$ cat config.mk
export PLATFORM = sky130hd
export DESIGN_NAME = sync_fifo_param_flat
export DESIGN_NICKNAME = d
export VERILOG_FILES = /design/src/rtl/sync_fifo_param_if.sv /design/src/rtl/sync_fifo_param.sv /design/src/flat_wrapper.sv
export SDC_FILE = /design/constraint.sdc
export NUM_CORES = 1
export LEC_CHECK = 0
export CAP_MARGIN = 20
export CORE_UTILIZATION = 60
export CTS_CLUSTER_SIZE = 20
export DETAILED_ROUTE_END_ITERATION = 8
export PLACE_DENSITY = 0.82
export SYNTH_ARGS = -nofsm -noshare
export SYNTH_HDL_FRONTEND = slang
export SYNTH_SLANG_ARGS = --single-unit
$ cat constraint.sdc
create_clock -name clk -period 5.64 [get_ports clk]
set_clock_uncertainty 0.2 [all_clocks]
set_input_delay 0.564 -clock clk [delete_from_list [all_inputs] [get_ports clk]]
set_output_delay 0.564 -clock clk [all_outputs]
set_load 0.05 [all_outputs]
$ cat src/rtl/sync_fifo_param_if.sv
// sync_fifo_param_if: handshake/data bundle for sync_fifo_param.
//   master modport : the producer/consumer side (drives data_in, put, get, clear_err).
//   slave modport  : the FIFO side (drives data_out, data_valid, fillcount and status flags).
// Parameters WIDTH and DEPTH must match the attached FIFO instance.
interface sync_fifo_param_if #(
  parameter int unsigned WIDTH = 32,
  parameter int unsigned DEPTH = 16
);
  localparam int unsigned CW = $clog2(DEPTH) + 1;

  logic [WIDTH-1:0] data_in;
  logic             put;
  logic             get;
  logic             clear_err;
  logic [WIDTH-1:0] data_out;
  logic             data_valid;
  logic [CW-1:0]    fillcount;
  logic             empty;
  logic             full;
  logic             almost_empty;
  logic             almost_full;
  logic             overflow;
  logic             underflow;

  modport master (
    output data_in, put, get, clear_err,
    input  data_out, data_valid, fillcount, empty, full,
    input  almost_empty, almost_full, overflow, underflow
  );

  modport slave (
    input  data_in, put, get, clear_err,
    output data_out, data_valid, fillcount, empty, full,
    output almost_empty, almost_full, overflow, underflow
  );
endinterface

$ cat src/rtl/sync_fifo_param.sv
// sync_fifo_param: parameterised single-clock FIFO with programmable almost-full/almost-empty
// flags, sticky overflow/underflow error flags and an output-valid strobe.
//
// Ports:
//   clk    - rising-edge clock
//   reset  - asynchronous active-low reset (0 = reset)
//   bus    - sync_fifo_param_if.slave: data_in/put/get/clear_err in;
//            data_out/data_valid/fillcount/empty/full/almost_empty/almost_full/
//            overflow/underflow out
//
// Build option: define SYNC_FIFO_FWFT_EN for first-word-fall-through reads (data_out shows the
// head word whenever the FIFO is non-empty). Undefined gives a registered 1-cycle read.
module sync_fifo_param #(
  parameter int unsigned WIDTH    = 32,
  parameter int unsigned DEPTH    = 16,
  parameter int unsigned AF_LEVEL = 12,
  parameter int unsigned AE_LEVEL = 2
) (
  input  logic                  clk,
  input  logic                  reset,
  sync_fifo_param_if.slave      bus
);
  localparam int unsigned AW = $clog2(DEPTH);
  localparam int unsigned CW = AW + 1;

  // Configuration checks, reported at elaboration (time 0).
  if (DEPTH < 2 || (DEPTH & (DEPTH - 1)) != 0) begin : g_bad_depth
    $error("sync_fifo_param: DEPTH=%0d must be a power of two >= 2", DEPTH);
  end
  if (AF_LEVEL < 1 || AF_LEVEL > DEPTH) begin : g_bad_af
    $error("sync_fifo_param: AF_LEVEL=%0d out of range 1..DEPTH", AF_LEVEL);
  end
  if (AE_LEVEL > DEPTH - 1) begin : g_bad_ae
    $error("sync_fifo_param: AE_LEVEL=%0d out of range 0..DEPTH-1", AE_LEVEL);
  end

  logic [WIDTH-1:0] mem_q [DEPTH];
  logic [AW-1:0]    wr_ptr_q, wr_ptr_d;
  logic [AW-1:0]    rd_ptr_q, rd_ptr_d;
  logic [CW-1:0]    count_q, count_d;
  logic [WIDTH-1:0] dout_q, dout_d;
  logic             ovf_q, ovf_d;
  logic             unf_q, unf_d;
  logic             empty, full;
  logic             get_ok, put_ok;
  logic [WIDTH-1:0] head_word;

  // Flags decode the registered count only, so they move on clock edges.
  assign empty     = (count_q == '0);
  assign full      = (count_q == CW'(DEPTH));
  assign head_word = mem_q[rd_ptr_q];

  // A put into a full FIFO is allowed only when a pop frees a slot in the same cycle.
  assign get_ok = bus.get & ~empty;
  assign put_ok = bus.put & (~full | get_ok);

  always_comb begin
    wr_ptr_d = wr_ptr_q;
    rd_ptr_d = rd_ptr_q;
    count_d  = count_q;
    if (put_ok) wr_ptr_d = wr_ptr_q + AW'(1);
    if (get_ok) rd_ptr_d = rd_ptr_q + AW'(1);
    case ({put_ok, get_ok})
      2'b10:   count_d = count_q + CW'(1);
      2'b01:   count_d = count_q - CW'(1);
      default: count_d = count_q;
    endcase
  end

  // A new error in the same cycle as clear_err wins.
  always_comb begin
    ovf_d = (bus.put & ~put_ok) | (ovf_q & ~bus.clear_err);
    unf_d = (bus.get & ~get_ok) | (unf_q & ~bus.clear_err);
  end

  always_ff @(posedge clk or negedge reset) begin
    if (!reset) begin
      wr_ptr_q <= '0;
      rd_ptr_q <= '0;
      count_q  <= '0;
      dout_q   <= '0;
      ovf_q    <= 1'b0;
      unf_q    <= 1'b0;
    end else begin
      wr_ptr_q <= wr_ptr_d;
      rd_ptr_q <= rd_ptr_d;
      count_q  <= count_d;
      dout_q   <= dout_d;
      ovf_q    <= ovf_d;
      unf_q    <= unf_d;
    end
  end

  // Storage is not reset; stale contents are unreachable once the pointers clear.
  always_ff @(posedge clk) begin
    if (put_ok) mem_q[wr_ptr_q] <= bus.data_in;
  end

`ifdef SYNC_FIFO_FWFT_EN
  // Remember the displayed head so data_out holds the last word once the FIFO drains.
  always_comb begin
    dout_d = empty ? dout_q : head_word;
  end

  assign bus.data_out   = empty ? dout_q : head_word;
  assign bus.data_valid = ~empty;
`else
  logic valid_q, valid_d;

  always_comb begin
    dout_d  = get_ok ? head_word : dout_q;
    valid_d = get_ok;
  end

  always_ff @(posedge clk or negedge reset) begin
    if (!reset) begin
      valid_q <= 1'b0;
    end else begin
      valid_q <= valid_d;
    end
  end

  assign bus.data_out   = dout_q;
  assign bus.data_valid = valid_q;
`endif

  assign bus.fillcount    = count_q;
  assign bus.empty        = empty;
  assign bus.full         = full;
  assign bus.almost_empty = (32'(count_q) <= AE_LEVEL);
  assign bus.almost_full  = (32'(count_q) >= AF_LEVEL);
  assign bus.overflow     = ovf_q;
  assign bus.underflow    = unf_q;
endmodule

$ cat src/flat_wrapper.sv
// flat-port wrapper written by rule: the top's interface ports become plain ports
module sync_fifo_param_flat 
#(
  parameter int unsigned WIDTH    = 32,
  parameter int unsigned DEPTH    = 16,
  parameter int unsigned AF_LEVEL = 12,
  parameter int unsigned AE_LEVEL = 2
)
  (clk, reset, bus_data_in, bus_put, bus_get, bus_clear_err, bus_data_out, bus_data_valid, bus_fillcount, bus_empty, bus_full, bus_almost_empty, bus_almost_full, bus_overflow, bus_underflow);
  sync_fifo_param_if #(.WIDTH(WIDTH), .DEPTH(DEPTH)) bus_i ();
  input  logic clk;
  input  logic reset;
  input wire logic [$bits(bus_i.data_in)-1:0] bus_data_in;
  input wire logic [$bits(bus_i.put)-1:0] bus_put;
  input wire logic [$bits(bus_i.get)-1:0] bus_get;
  input wire logic [$bits(bus_i.clear_err)-1:0] bus_clear_err;
  output wire logic [$bits(bus_i.data_out)-1:0] bus_data_out;
  output wire logic [$bits(bus_i.data_valid)-1:0] bus_data_valid;
  output wire logic [$bits(bus_i.fillcount)-1:0] bus_fillcount;
  output wire logic [$bits(bus_i.empty)-1:0] bus_empty;
  output wire logic [$bits(bus_i.full)-1:0] bus_full;
  output wire logic [$bits(bus_i.almost_empty)-1:0] bus_almost_empty;
  output wire logic [$bits(bus_i.almost_full)-1:0] bus_almost_full;
  output wire logic [$bits(bus_i.overflow)-1:0] bus_overflow;
  output wire logic [$bits(bus_i.underflow)-1:0] bus_underflow;
  assign bus_i.data_in = bus_data_in;
  assign bus_i.put = bus_put;
  assign bus_i.get = bus_get;
  assign bus_i.clear_err = bus_clear_err;
  assign bus_data_out = bus_i.data_out;
  assign bus_data_valid = bus_i.data_valid;
  assign bus_fillcount = bus_i.fillcount;
  assign bus_empty = bus_i.empty;
  assign bus_full = bus_i.full;
  assign bus_almost_empty = bus_i.almost_empty;
  assign bus_almost_full = bus_i.almost_full;
  assign bus_overflow = bus_i.overflow;
  assign bus_underflow = bus_i.underflow;
  sync_fifo_param #(.WIDTH(WIDTH), .DEPTH(DEPTH), .AF_LEVEL(AF_LEVEL), .AE_LEVEL(AE_LEVEL)) u_core (.clk(clk), .reset(reset), .bus(bus_i));
endmodule
==> metrics.md <==
| Metric | Value |
|---|---|
| Starting Density | 61.4% |
| Tot GR Track Use | 25.0% |
| Pwr dens | 518 nW/um2 |
| Num ports | 81 |
| First-pass GRT wire length | 65.8 mm |
| Net count after synthesis | 1004 |
| Vias per cell | 6.53 |
| Final slew viol count | 0 |
| Unique masters post-synth | 40 |
| Req. time, crit path | 4.88 ns |
| Setup Viol. Count Final | 0 |
| Max-Cap Viols | 0 |
| DR pass1 iterations | 5 |
| Die outline width | 190 um |
| Flops & latches, synth | 560 |
| Storage cell area | 16600 um2 |
| Leak | 7.76 nW |
| Initial antenna violation count | 0 |
| Placer congestion estimate | 0.738 |
| Worst slew pin tran | 1.12 ns |
| Clk slew on worst S/H paths | 0.06 ns |
| Met3 Track Usage GR | 4.16% |
| Routed WL per cell | 28.4 um |
| Multi-input logic area | 4490 um2 |
| Fin nets | 1105 |
| Worst Hold Class | flop to flop |
| YS warnings | 0 |
| Rows | 68 |
| Worst skew pair latency | 0.57 ns |
| Busiest grt layer | met2 |
| Final period util | 64.6% |
| Post-synthesis cell area | 21300 um2 |
| Fin cells | 1558 |
| Routed Antenna Nets | 0 |
| Highest clock rate | 0.275 GHz |
| Clock Path Buffers | 3 |
| Vias after detailed routing | 10200 |
| Diodes inserted | 0 |
| Max FO, Critical Path | 7 |
| Startpoint type of the worst setup path | flop |
| Die Y | 190 um |
| Overall Power | 12.6 mW |
| Sequential area share after synthesis | 77.8% |
| Input/output buffers | 80 |
| Clock Sinks | 560 |
| Initial DRC count | 1172 |
| Gr ovfl total | 0 |
| Setup slack, reg-to-reg | 2.24 ns |
| Post-Syn Area per Cell | 22.2 um2 |
| TritonCTS clock tree | done |
| Core ar. | 34700 um2 |
| Unrepaired setup endpoints after global routing | false |
| Post-CTS setup buffer count | 0 |
| Number of buffers created by CTS | 53 |
| Post-DP HPWL | 21.8 mm |
| Slew Limit Headroom | 25.4% |
| Outcome | finished, final reports clean |
| Area grow syn2layout | 14.3% |
| Routed wire length | 44.3 mm |
| Critical path data arrival time | 2.88 ns |
| GRT met1 Usage | 34.0% |
| Crit path kind | flop to output port |
| Residual DRC | 0 |
| Mapped Cells | 958 |
| Number of H-tree levels | 2 |
| Met2 Track Usage GR | 42.4% |
| Vias in the first global route | 10600 |
| Post-layout min period | 3.64 ns |
| VDD IR-drop max | 0.353 mV |
| Sum Neg Setup Slack | 0 ns |
| Final hold viol count | 0 |
| Fill count | 1999 |
| Root buf cell | clkbuf_16 |
| Layout cells sized above 1 | 25.3% |
| Placed insts | 1455 |
| CP endpoint kind | output port |
| Die area | 36300 um2 |
| Largest net degree at the start of global routing | 73 |
-- power breakdown --
part	leakage [nW]	internal [mW]	switching, mW	total (mW)
Combinational	1.79	1.67	2.03	3.70
Sequential	5.17	5.08	0.420	5.50
Clock	0.803	1.92	1.49	3.41
Total	7.76	8.67	3.94	12.6
-- through the flow --
step                      setup slack, ns  hold slack, ns  area (um2)  utilization (%)
final                                2.00           0.345       24400             70.2
after CTS                            1.99           0.357       24300             70.0
after detailed placement             2.04           0.340       22600             65.2
after floorplan                     0.652          0.0684       21300                -
after global placement               2.12           0.329       22600             65.1
after global routing                 1.91           0.382       24400             70.2
-- cell type report --
class	instances	area share, %
Clock buffer	80	6.15
Clock inverter	19	0.596
Inverter	10	0.154
Multi-Input combinational cell	334	18.4
Sequential cell	560	68.1
Tap cell	455	2.34
Timing Repair Buffer	100	4.26
-- Yosys cell counts, drive strengths merged --
| master | count | area share (%) |
|---|---|---|
| nand2b | 2 | 0.059 |
| nand2 | 8 | 0.14 |
| a2111oi | 1 | 0.041 |
| or3 | 1 | 0.029 |
| nor2 | 6 | 0.11 |
| o21ai | 3 | 0.088 |
| buf | 30 | 0.94 |
| edfxtp | 512 | 72 |
| and2 | 8 | 0.23 |
| a21oi | 35 | 0.82 |
| mux4 | 128 | 14 |
| nor3 | 1 | 0.023 |
| nand3 | 1 | 0.023 |
| a21o | 2 | 0.070 |
| clkbuf | 24 | 0.42 |
| ha | 8 | 0.47 |
| o22ai | 64 | 1.9 |
| xor2 | 3 | 0.12 |
| o221ai | 1 | 0.041 |
| mux2 | 38 | 2.0 |
| xnor2 | 6 | 0.25 |
| fa | 1 | 0.094 |
| dfrtp | 48 | 5.6 |
| nor4 | 5 | 0.15 |
| inv | 10 | 0.18 |
| o21a | 1 | 0.035 |
| nor3b | 2 | 0.070 |
| nand4 | 2 | 0.059 |
| o211ai | 2 | 0.14 |
| a2111o | 1 | 0.053 |
| o32ai | 1 | 0.041 |
| mux2i | 1 | 0.047 |
| or4 | 1 | 0.035 |
| or2 | 1 | 0.029 |
-- per-layer routing --
metal	wire length, um	up-vias	share of wire (%)
met5	0	-	0
met4	962	0	2.2
met3	3140	78	7.1
met2	23000	468	52
met1	17100	5379	39
li1	-	4242	-
-- placed cells by master (no fill, tap or decap), types with 5 or more instances in the layout --
master / instances
a21oi_1: 34
and2_2: 8
buf_4: 13
clkbuf_1: 20
clkbuf_16: 53
clkbuf_8: 7
clkdlybuf4s50_1: 79
clkinv_1: 9
clkinv_2: 5
dfrtp_1: 45
edfxtp_1: 512
ha_1: 8
inv_1: 10
mux2_2: 37
mux4_2: 128
nand2_1: 8
o22ai_1: 64
xnor2_1: 6
-- flip-flops by register name, summed over array words and instances (netlist names) --
signal                 cells
u_core.mem_q             512
u_core.bus.data_out       32
u_core.bus.fillcount       5
u_core.rd_ptr_q            4
u_core.wr_ptr_q            4
u_core.bus.data_valid      1
u_core.bus.overflow        1
u_core.bus.underflow       1
-- logic make-up after synthesis --
| family | share of synthesized area, % |
|---|---|
| AND/OR/NAND/NOR | 0.957 |
| adder cells (fa/ha/maj) | 0.564 |
| buffers and inverters | 1.54 |
| AO/OA/AOI/OAI | 3.21 |
| XOR/XNOR | 0.370 |
| multiplexers | 15.6 |
| flip-flops | 77.8 |
-- worst paths after layout --
| path | start | endpoint | cells after the start |
|---|---|---|---|
| min reg2reg | u_core.bus.underflow | u_core.bus.underflow | 2 |
| max reg2reg | u_core.bus.fillcount[0] | u_core.bus.fillcount[4] | 8 |
| min in group asynchronous | reset | u_core.bus.data_out[20] | 3 |
| max in group asynchronous | reset | u_core.rd_ptr_q[2] | 3 |
| max | u_core.bus.fillcount[0] | bus_empty | 3 |
| min | u_core.bus.underflow | u_core.bus.underflow | 2 |
-- timing repair --
action,in CTS,in global routing
hold buffers,1,0
gates resized for setup,0,0
hold endpoints to repair,48,0
-- worst max-delay path, stage by stage, from the launching register on --
cell	delay, ns
dfrtp_1	0.46
or4_1	0.75
nor2_1	0.25
clkdlybuf4s50_1	0.84
No activity file was read; power rests on OpenSTA's default activity.
